===== config.mk =====
export PLATFORM = sky130hd
export DESIGN_NAME = mem_bus_arb
export DESIGN_NICKNAME = d
export VERILOG_FILES = /design/src/rtl/mem_bus_arb_pkg.sv /design/src/rtl/mem_bus_arb_rr3.sv /design/src/rtl/mem_bus_arb.sv
export SDC_FILE = /design/constraint.sdc
export NUM_CORES = 1
export LEC_CHECK = 0
export CAP_MARGIN = 30
export CORE_UTILIZATION = 43
export DETAILED_ROUTE_END_ITERATION = 8
export PLACE_DENSITY_LB_ADDON = 0.15
export SLEW_MARGIN = 20
export SYNTH_ARGS = -nofsm -noshare
export SYNTH_HDL_FRONTEND = slang
export SYNTH_SLANG_ARGS = --single-unit

===== constraint.sdc =====
create_clock -name clk -period 3.6 [get_ports clk]
set_input_delay 0.54 -clock clk [delete_from_list [all_inputs] [get_ports clk]]
set_output_delay 0.54 -clock clk [all_outputs]
set_load 0.005 [all_outputs]

===== src/rtl/mem_bus_arb_pkg.sv =====
// Shared definitions for the mem_bus_arb memory bus arbiter: FSM state encoding,
// owner indices, one-hot grant masks and a grant-to-owner helper.
package mem_bus_arb_pkg;

    typedef enum logic [1:0] {
        ST_IDLE  = 2'd0,
        ST_START = 2'd1,
        ST_WAIT  = 2'd2,
        ST_DONE  = 2'd3
    } state_e;

    localparam logic [1:0] CON = 2'd2;
    localparam logic [1:0] UBA = 2'd1;
    localparam logic [1:0] CPU = 2'd0;

    localparam logic [2:0] GNT_CON = 3'b100;
    localparam logic [2:0] GNT_UBA = 3'b010;
    localparam logic [2:0] GNT_CPU = 3'b001;

    function automatic logic [1:0] gnt_to_owner(input logic [2:0] gnt);
        if (gnt[CON])      return CON;
        else if (gnt[UBA]) return UBA;
        else               return CPU;
    endfunction

endpackage


===== src/rtl/mem_bus_arb_rr3.sv =====
// arb_rr3: combinational 3-way round-robin picker. The search starts just after
// the last owner and walks con -> uba -> cpu -> con.
module arb_rr3
    import mem_bus_arb_pkg::*;
(
    input  logic [2:0] req_i,
    input  logic [1:0] last_i,
    output logic [2:0] gnt_o
);

    always_comb begin
        // NOTE: default first so every path assigns gnt_o and no latch is inferred.
        gnt_o = '0;
        case (last_i)
            CON: begin
                if      (req_i[UBA]) gnt_o = GNT_UBA;
                else if (req_i[CPU]) gnt_o = GNT_CPU;
                else if (req_i[CON]) gnt_o = GNT_CON;
            end
            UBA: begin
                if      (req_i[CPU]) gnt_o = GNT_CPU;
                else if (req_i[CON]) gnt_o = GNT_CON;
                else if (req_i[UBA]) gnt_o = GNT_UBA;
            end
            default: begin
                if      (req_i[CON]) gnt_o = GNT_CON;
                else if (req_i[UBA]) gnt_o = GNT_UBA;
                else if (req_i[CPU]) gnt_o = GNT_CPU;
            end
        endcase
    end

endmodule


===== src/rtl/mem_bus_arb.sv =====
// mem_bus_arb: round-robin arbiter for the CPU, Unibus adapter and console memory bus.
// Define KS10_ARB_TIMEOUT_EN to build the non-existent-memory timeout abort.
module mem_bus_arb
    import mem_bus_arb_pkg::*;
#(
    parameter int TIMEOUT = 255,
    parameter int ADDRW   = 36
) (
    input  logic             clk,
    input  logic             rst_n,
    input  logic             clken,
    input  logic             cpuREQ,
    input  logic [ADDRW-1:0] cpuADDR,
    input  logic             ubaREQ,
    input  logic [ADDRW-1:0] ubaADDR,
    input  logic             conREQ,
    input  logic [ADDRW-1:0] conADDR,
    input  logic             memACK,
    output logic [ADDRW-1:0] busADDR,
    output logic             busVALID,
    output logic [2:0]       arbGNT,
    output logic [2:0]       arbACK,
    output logic             arbNXM,
    output logic             arbBUSY
);

    state_e           state_q;
    logic [2:0]       gnt_q;
    logic [2:0]       ack_q;
    logic             valid_q;
    logic             nxm_q;
    logic [ADDRW-1:0] addr_q;
    logic [1:0]       last_q;

    logic [2:0]       win;
    logic [ADDRW-1:0] win_addr;
    logic             timeout;

    arb_rr3 u_rr3 (
        .req_i  ({conREQ, ubaREQ, cpuREQ}),
        .last_i (last_q),
        .gnt_o  (win)
    );

    always_comb begin
        win_addr = cpuADDR;
        if (win[CON])      win_addr = conADDR;
        else if (win[UBA]) win_addr = ubaADDR;
    end

`ifdef KS10_ARB_TIMEOUT_EN
    localparam int CNT_W = $clog2(TIMEOUT + 1);
    logic [CNT_W-1:0] cnt_q;

    always_ff @(posedge clk or negedge rst_n) begin
        if (!rst_n) begin
            cnt_q <= '0;
        end else if (clken) begin
            if (state_q == ST_IDLE)      cnt_q <= '0;
            else if (state_q == ST_WAIT) cnt_q <= cnt_q + 1'b1;
        end
    end

    // The abort fires on the TIMEOUT-th enabled WAIT cycle.
    assign timeout = (state_q == ST_WAIT) && (cnt_q == CNT_W'(TIMEOUT - 1));
`else
    assign timeout = 1'b0;
`endif

    always_ff @(posedge clk or negedge rst_n) begin
        if (!rst_n) begin
            state_q <= ST_IDLE;
            gnt_q   <= '0;
            ack_q   <= '0;
            valid_q <= 1'b0;
            nxm_q   <= 1'b0;
            addr_q  <= '0;
            last_q  <= CPU;
        end else if (clken) begin
            // NOTE: non-blocking assignments; every register updates from pre-edge values.
            valid_q <= 1'b0;
            ack_q   <= '0;
            nxm_q   <= 1'b0;
            case (state_q)
                ST_IDLE: begin
                    if (win != '0) begin
                        gnt_q   <= win;
                        addr_q  <= win_addr;
                        valid_q <= 1'b1;
                        state_q <= ST_START;
                    end
                end
                ST_START: state_q <= ST_WAIT;
                ST_WAIT: begin
                    // memACK takes priority over a coincident timeout.
                    if (memACK) begin
                        ack_q   <= gnt_q;
                        state_q <= ST_DONE;
                    end else if (timeout) begin
                        ack_q   <= gnt_q;
                        nxm_q   <= 1'b1;
                        state_q <= ST_DONE;
                    end
                end
                default: begin
                    last_q  <= gnt_to_owner(gnt_q);
                    gnt_q   <= '0;
                    state_q <= ST_IDLE;
                end
            endcase
        end
    end

    assign busADDR  = addr_q;
    assign busVALID = valid_q;
    assign arbGNT   = gnt_q;
    assign arbACK   = ack_q;
    assign arbNXM   = nxm_q;
    assign arbBUSY  = (state_q != ST_IDLE);

endmodule


# Yosys cells after proc, flatten, opt, wreduce, memory -nomap -nowiden
# Cells that the tools add are included.
[totals]
input_bits = 115
word_cells = 46
regBits = 47
[op_classes]
reduce_logical = 9
bitwise_logic = 2
n_eq_ne = 6
n_mux = 23
[ops]
columns = ["operator", "n"]
rows = [
  ["2-to-1 mux 36 bit", 2],
  ["2-to-1 mux 3 bit", 10],
  ["case mux 3 bit (2 select lines)", 2],
  ["AND reduction 3 bit", 3],
  ["2-to-1 mux 2 bit", 4],
  ["case mux 2 bit (3 select lines)", 1],
  ["== test 2 x 1 -> 1 bit, second input constant", 2],
  ["== test 2 bit, second input constant", 2],
  ["2-to-1 mux 1 bit", 4],
  ["inequality test 2 bit, second input constant", 2],
  ["nonzero test 3 bit", 1],
  ["OR reduction 3 bit", 1],
  ["zero test 2 bit", 1],
  ["inverter 1 bit", 2],
  ["AND reduction 2 bit", 1],
  ["nonzero test 2 bit", 1],
  ["OR reduction 2 bit", 1],
]

# Logic depth before layout (Yosys ltp)
# Gate-level depths: netlist (run 1).
[logic_depth]
ltp_word = 7
ltp_mapped = 8
ltp_nobuf = 6

# Hierarchy
# A second synthesis (run 1) with hierarchy kept.
[hier_totals]
cells_unflattened = 257
hier_area_um2 = 2726.4
[modules_own_cells]
columns = ["mod", "area_per_inst_um2", "instances", "seq_area_each_um2", "cells_per_inst"]
rows = [
  ["mem_bus_arb", 2618.8, 1, 1176.1, 241],
  ["arb_rr3", 107.6, 1, 0.0, 16],
]

# Worst setup path after synthesis (run 1)
# Ideal clock, no wire load.
[synth_timing]
path_kind = "reg2reg"
start = "register last_q[0]"
end = "register addr_q[13] (netlist: busADDR[13])"
arrival_time_ns = 1.879
path_stages_with_launch = 9
setup_time_ns = 0.128
period_less_slack_ns = 2.008
setup_slack_ns = 1.592
t_required_ns = 3.472
n_path_buf = 2
cell_sequence = "dfrtp_1 inv_1 ha_1 or2_1 o221a_2 buf_2 buf_2 a221oi_1 o21ai_1"
[synth_between]
elab_chain_len = 4
elab_cells_between_ends = 7
classes_between = "2 x eq/ne; 3 x mux; 2 x reduce/logical"
[synth_lines]
columns = ["element", "line_no", "rtl"]
rows = [
  ["from (decl)", "mem_bus_arb.sv:33", "logic [1:0] last_q;"],
  ["from (signal assigned)", "mem_bus_arb.sv:106", "last_q <= gnt_to_owner(gnt_q);"],
  ["== test 2 x 1 -> 1 bit or == test 2 bit (tied branches)", "mem_bus_arb_rr3.sv:14", "case (last_i)"],
  ["case mux 3 bit (2 select lines) *", "mem_bus_arb_rr3.sv:14", ""],
  ["nonzero test 3 bit or 2-to-1 mux 36 bit (tied branches)", "mem_bus_arb.sv:86, mem_bus_arb.sv:48", ""],
  ["AND reduction 3 bit (no line) or 2-to-1 mux 36 bit (tied branches)", "-", ""],
  ["to (signal assigned)", "mem_bus_arb.sv:88", "addr_q <= win_addr;"],
  ["to (decl)", "mem_bus_arb.sv:32", "logic [ADDRW-1:0] addr_q;"],
]
# Every way passes the cells marked *; elsewhere a longest branch is shown, timed or not.
# A chain may end at the register's enable or synchronous reset.

# Worst setup path after layout (run 1)
[layout_timing]
start = "input port conREQ"
end = "register addr_q[8] (netlist: busADDR[8])"
[layout_between]
elab_chain_len = 6
elab_cells_between_ends = 11
classes_between = "9 x mux; 2 x reduce/logical"
[layout_lines]
columns = ["element", "line_no", "rtl"]
rows = [
  ["from (decl)", "mem_bus_arb.sv:16", "input logic conREQ,"],
  ["2-to-1 mux 3 bit", "mem_bus_arb_rr3.sv:18", "else if (req_i[CON]) gnt_o = GNT_CON;"],
  ["2-to-1 mux 3 bit", "mem_bus_arb_rr3.sv:17", "else if (req_i[CPU]) gnt_o = GNT_CPU;"],
  ["2-to-1 mux 3 bit", "mem_bus_arb_rr3.sv:16", "if (req_i[UBA]) gnt_o = GNT_UBA;"],
  ["case mux 3 bit (2 select lines) *", "mem_bus_arb_rr3.sv:14", ""],
  ["nonzero test 3 bit", "mem_bus_arb.sv:86", "if (win != '0) begin"],
  ["AND reduction 3 bit (no line)", "-", ""],
]
# Marked as above.

==> results of run 1 <==
==> registers in the layout, indices dropped and copies added, names as in the netlist <==
register	cells
busADDR	36
arbACK	3
arbGNT	3
last_q	2
state_q	2
busVALID	1
==> metrics by stage <==
stage | hold WS, ns | power, mW | std cells
floorplan | 0.244 | 1.99 | 318
global placement | 0.461 | 2.76 | 534
detailed placement | 0.472 | 2.85 | 536
CTS | 0.201 | 3.20 | 544
global route | 0.223 | 3.43 | 544
finish | 0.193 | 3.18 | 544
==> per-layer routing <==
metal | up-vias | global-route usage [%] | wire length [um]
met5 | - | 0 | 0
met2 | 145 | 44.1 | 4600
met4 | 0 | 6.32 | 93
li1 | 1441 | - | -
met1 | 1421 | 35.2 | 3750
met3 | 8 | 5.74 | 856
==> kinds of logic after synthesis <==
| family | count (synthesis) |
|---|---|
| compound gates | 127 |
| fa+ha+maj | 5 |
| buf+inv | 40 |
| flops | 47 |
| mux | 2 |
| other cells | 1 |
| simple gates | 96 |
==> worst register-to-register path, cell delays in order, from the launching register on <==
cell and delay, ns:
dfrtp_1 0.38, inv_1 0.06, ha_1 0.38, nand2b_1 0.20, a31o_2 0.61, buf_4 0.42
a221oi_1 0.14, o21ai_0 0.20
==> cell usage in the layout (no fill, tap or decap), types with 2 or more instances in the layout <==
cell type	instances
a21oi_1	3
a221oi_1	7
a221oi_2	29
a2bb2oi_1	3
and2_1	37
buf_4	7
clkbuf_8	7
clkdlybuf4s50_1	157
dfrtp_1	47
ha_1	5
inv_1	13
mux2_2	2
nand2_1	45
nand2b_1	4
nor3_1	2
o21ai_0	47
o21ai_1	30
o22ai_1	3
==> final cells by class <==
type	count	share of cell area, %
Tap cell	77	2.05
Inverter	13	1.04
Sequential cell	47	25.0
Multi-Input combinational cell	231	33.7
Timing Repair Buffer	168	36.0
Clock buffer	8	2.13
==> power by group through the flow <==
stage | sequential, mW | clock (mW) | combinational [mW]
2_1_floorplan | 0.912 | 0 | 1.08
3_3_place_gp | 0.905 | 0 | 1.85
3_5_place_dp | 0.913 | 0 | 1.93
4_1_cts | 0.904 | 0.358 | 1.94
5_1_grt | 0.936 | 0.382 | 2.11
6_report | 0.902 | 0.350 | 1.93
==> worst paths after layout <==
path / start / depth (start not counted) / end / slack (ns)
max: conREQ / 6 / busADDR[8] / 1.09
min: rst_n / 1 / busADDR[15] / 0.19
max reg2reg: last_q[0] / 7 / busADDR[8] / 1.13
min reg2reg: busADDR[12] / 2 / busADDR[12] / 0.49
max in group asynchronous: rst_n / 2 / busADDR[3] / 2.65
min in group clk: busADDR[12] / 2 / busADDR[12] / 0.49
==> flow_summary.json, run 1 <==
{
  "outcome": "finished, final reports clean",
  "cts_setup_buffers": 0,
  "die_area_sq_um": 7250,
  "die_h_um": 85.2,
  "clkPwrFrac_pct": 11.0,
  "setup_ws_ns": 1.09,
  "slowest_delay_ns": 0.51,
  "area_growth_pct": 58.0,
  "path_cells": "clkdlybuf4s50_1 -> or3b_4 -> a31o_2 -> buf_4 -> a221oi_1 -> o21ai_0",
  "synth_seq_cells": 47,
  "die_w_um": 85.2,
  "antenna_found_initial": 0,
  "crit_buf_inv": 2,
  "critPathArrivalTime_ns": 2.67,
  "crit_family": "compound AO/OA/AOI/OAI gates",
  "cp.required_ns": 3.76,
  "yosys.area_share.simple_pct": 16.7,
  "avgSynthCellArea_sq_um": 9.35,
  "netlist_instances": 318,
  "synth_common_cells": "47 x dfrtp_1, 47 x o21ai_0, 45 x nand2_1",
  "place_hpwl_mm": 6.82,
  "clkLatencyLatePin_ns": 0.29,
  "yosysUniqueCellTypes": 34,
  "grt_max_degree": 29,
  "netSwitchingFraction_pct": 39.9,
  "rows": 29,
  "fmax_mhz": 398,
  "htree_levels": 2,
  "coreArea_sq_um": 6490,
  "top_level_ports": 160,
  "syn_area_sq_um": 2970,
  "crit_type": "in -> reg",
  "end_kind": "register",
  "p_seq_share_pct": 28.4,
  "gp_congestion": 0.810,
  "regArea_sq_um": 1180,
  "critPathLaunchType": "input port",
  "timing.final.crit_period_ns": 2.51,
  "final_nets": 586,
  "cts_buffers": 5,
  "max-vdd-ir-drop_v": 0.000399,
  "synth_xor_area_share_pct": 0,
  "ys_dominant_reg_cell": "dfrtp_1",
  "via_per_inst": 5.54,
  "final_util_pct": 72.3,
  "multi_input_area_sq_um": 1580,
  "async_flop_share_pct": 100,
  "dpl_worst_slack_ns": 0.770,
  "vias": 3015,
  "grt_pass1_wl_mm": 15.2,
  "drc": 0,
  "synth_top_family_by_area": "compound AO/OA/AOI/OAI gates",
  "synth_edf_count": 0,
  "tightest_slew_ns": 0.673,
  "initial_core_util_pct": 45.8,
  "crit_path_max_fanout": 21,
  "synth.top_cell.area_share_pct": 39.6,
  "synth_compound_area_share_pct": 33.4,
  "final_layout_size_suffix_gt1_share_pct": 12.0,
  "first_pass_iters": 4,
  "cts_buffer_depth": 2,
  "p_leak_nw": 1.86,
  "cts_resized": 0,
  "power_density_nw_per_um2": 677,
  "root_buffer": "clkbuf_8",
  "ys.warnings.count": 0,
  "setup_violations": 0,
  "synth-seq-area-share_pct": 39.6,
  "synth_mux_area_share_pct": 0.758,
  "fin_crit_sh_pct": 69.7,
  "clock_skew_ns": 0.00960,
  "diodes": 0,
  "p_comb_share_pct": 60.6,
  "placed_area_sq_um": 4600,
  "rsz0062_at_grt": "false",
  "synth_fp_nets": 438,
  "cts_hold_buf": 0,
  "hold_viol": 0,
  "power.internal_mw": 1.91,
  "port_buffers": 158,
  "yosysTopAreaCell": "dfrtp_1",
  "critPathSlowestCell": "clkdlybuf4s50_1",
  "synthAdderAreaFrac_pct": 2.10,
  "slew_headroom_pct": 55.0,
  "fin_setup_tns_ns": 0,
  "grt_pass1_vias": 3044,
  "detail-route-antenna-nets": 0,
  "slew_violations": 0,
  "power.net_switching_mw": 1.27,
  "finalInstanceArea_sq_um": 4700,
  "clock_sink_count": 47,
  "wl_per_cell_um": 17.1,
  "grt-ovfl-total": 0,
  "cts_tree": "yes",
  "max-cap-violations": 0,
  "totalWireLength_mm": 9.30,
  "clkSlewWorstSetupHoldPaths_ns": 0.09,
  "track_usage_pct": 26.5,
  "synthTopCellsByArea": "dfrtp_1 40%, a221oi_2 15%, o21ai_0 7.9%",
  "drt_iter0_markers": 144,
  "n_fill_cell": 517,
  "worstHoldPathType": "in -> async"
}
(Power assumes the default switching activity.)
==> run 2, diff against run 1 <==
--- a/config.mk
+++ b/config.mk
@@ -6,7 +6,7 @@
 export NUM_CORES = 1
 export LEC_CHECK = 0
 export CAP_MARGIN = 30
-export CORE_UTILIZATION = 43
+export CORE_UTILIZATION = 40
 export DETAILED_ROUTE_END_ITERATION = 8
 export PLACE_DENSITY_LB_ADDON = 0.15
 export SLEW_MARGIN = 20
==> constraint.sdc (replaced) <==
create_clock -name clk -period 2.44 [get_ports clk]
set_input_delay 0.366 -clock clk [delete_from_list [all_inputs] [get_ports clk]]
set_output_delay 0.366 -clock clk [all_outputs]
set_load 0.005 [all_outputs]
==> run 2 against run 1 <==
Global-route usage shrank 2.7 points; highest routed layer unchanged; utilization down 6.3 points; worst setup slack got worse by 0.94 ns; sequential power increased by 47%; clock skew is 0.0029 ns lower; first-iteration DRC count fell by 21%; clock-buffer cell count unchanged; cell area grew 1.4%.
==> flow_summary.json, run 2 (synthesis gave the netlist of run 1 again) <==
{
  "hold_viol": 0,
  "grt_pass1_wl_mm": 14.4,
  "power_density_nw_per_um2": 992,
  "clkLatencyLatePin_ns": 0.30,
  "die_w_um": 88.2,
  "final_layout_size_suffix_gt1_share_pct": 12.6,
  "outcome": "finished, final reports clean",
  "placedCellCount": 561,
  "fin_crit_sh_pct": 93.8,
  "grt-ovfl-total": 0,
  "clock_sink_count": 47,
  "r2r_cells": 7,
  "area_growth_pct": 60.2,
  "port_buffers": 158,
  "clkSlewWorstSetupHoldPaths_ns": 0.09,
  "antenna_found_initial": 0,
  "slew_violations": 0,
  "p_leak_nw": 1.88,
  "fin_total_pwr_mw": 4.72,
  "power.internal_mw": 2.82,
  "top_level_ports": 160,
  "worstHoldPathType": "in -> async",
  "cts_setup_buffers": 0,
  "detail-route-antenna-nets": 0,
  "max-vdd-ir-drop_v": 0.000627,
  "layout_commonest_cell": "clkdlybuf4s50_1",
  "initial_core_util_pct": 41.2,
  "largest_register_ffs": 36,
  "clkPwrFrac_pct": 11.2,
  "first_pass_iters": 4,
  "final_cell_mix": "157 x clkdlybuf4s50_1, 47 x o21ai_0, 47 x dfrtp_1",
  "htree_levels": 2,
  "cts_buffer_depth": 2,
  "p_comb_share_pct": 60.6,
  "root_buffer": "clkbuf_8",
  "crit_path_max_fanout": 30,
  "crit_type": "reg -> reg",
  "n_fill_cell": 625,
  "drt_iter0_markers": 114,
  "slew_headroom_pct": 60.1,
  "critPathArrivalTime_ns": 2.45,
  "fmax_mhz": 437,
  "fin_cells": 569,
  "whs_ns": 0.0332,
  "regToRegSetupSlack_ns": 0.15,
  "coreArea_sq_um": 7210,
  "grt_pass1_vias": 3021,
  "cp.required_ns": 2.60,
  "netSwitchingFraction_pct": 40.2,
  "totalWireLength_mm": 9.36,
  "end_kind": "register",
  "die_area_sq_um": 7780,
  "cts_hold_buf": 0,
  "place_hpwl_mm": 6.53,
  "wl_per_cell_um": 16.4,
  "rows": 31,
  "cts_resized": 0,
  "gp_congestion": 0.822,
  "worstReg2RegEnd": "busADDR[11]",
  "power.net_switching_mw": 1.90,
  "p_seq_share_pct": 28.2,
  "cts_tree": "yes",
  "diodes": 0,
  "final_nets": 589,
  "via_per_inst": 5.34,
  "critPathLaunchType": "register",
  "tightest_slew_ns": 0.596,
  "die_h_um": 88.2,
  "grt_max_degree": 48,
  "drc": 0,
  "max-cap-violations": 0,
  "vias": 3036,
  "rsz0062_at_grt": "false",
  "clock_skew_ns": 0.00668,
  "track_usage_pct": 23.8,
  "timing.final.crit_period_ns": 2.29,
  "crit-reg2reg-launch": "last_q[0]",
  "cts_buffers": 5,
  "setup_violations": 0
}
-- run 2: cell count changes in the layout (fill, tap and decap cells not counted), sizes merged --
| cell | change |
|---|---|
| buf | +3 |
-- run 2: layer usage --
| layer | global-route usage, % | wire [um] |
|---|---|---|
| met4 | 7.04 | 104 |
| met1 | 31.4 | 4270 |
| met3 | 5.13 | 681 |
| met2 | 39.4 | 4300 |
| met5 | 0 | 0 |
-- run 2: through the flow --
step	TNS (ns)	setup WS (ns)	cell area (sq um)	utilization [%]
finish	0	0.151	4760	66.0
global route	0	0.00863	4760	66.0
CTS	0	0.172	4760	66.0
detailed placement	-0.0436	-0.0436	4660	64.6
global placement	-0.770	-0.0659	4640	64.3
floorplan	0	0.432	2970	-
-- run 2: power groups by stage --
| stage | clock network, mW | logic [mW] | registers [mW] |
|---|---|---|---|
| 6_report | 0.529 | 2.86 | 1.33 |
| 5_1_grt | 0.567 | 3.13 | 1.38 |
| 4_1_cts | 0.542 | 2.89 | 1.34 |
| 3_5_place_dp | 0 | 2.88 | 1.35 |
| 3_3_place_gp | 0 | 2.79 | 1.34 |
| 2_1_floorplan | 0 | 1.59 | 1.35 |
-- run 2: area by class of cell --
class	instances	area, sq um	share of cell area, %
clock buffer	8	100	2.10
inverter	13	48.8	1.02
multi-input combinational	231	1580	33.2
sequential	47	1180	24.7
tap	99	124	2.60
timing repair buffer	171	1730	36.4
-- run 2: worst max-delay path by stage --
stage,slack (ns),cells after the start,end,from
after global routing,0.009,7,busADDR[11],last_q[0]
after CTS,0.17,7,busADDR[11],last_q[0]
after floorplan,0.43,8,busADDR[13],last_q[0]
after global placement,-0.07,5,busADDR[0],conREQ
final,0.15,7,busADDR[11],last_q[0]
after detailed placement,-0.04,7,busADDR[11],ubaREQ
-- run 2: critical path, cell delays in order (launching register included) --
cell and delay, ns:
dfrtp_1 0.38, inv_1 0.05, ha_1 0.39, or2_1 0.29
o221a_2 0.36, buf_12 0.21, a221oi_1 0.27, o21ai_0 0.17
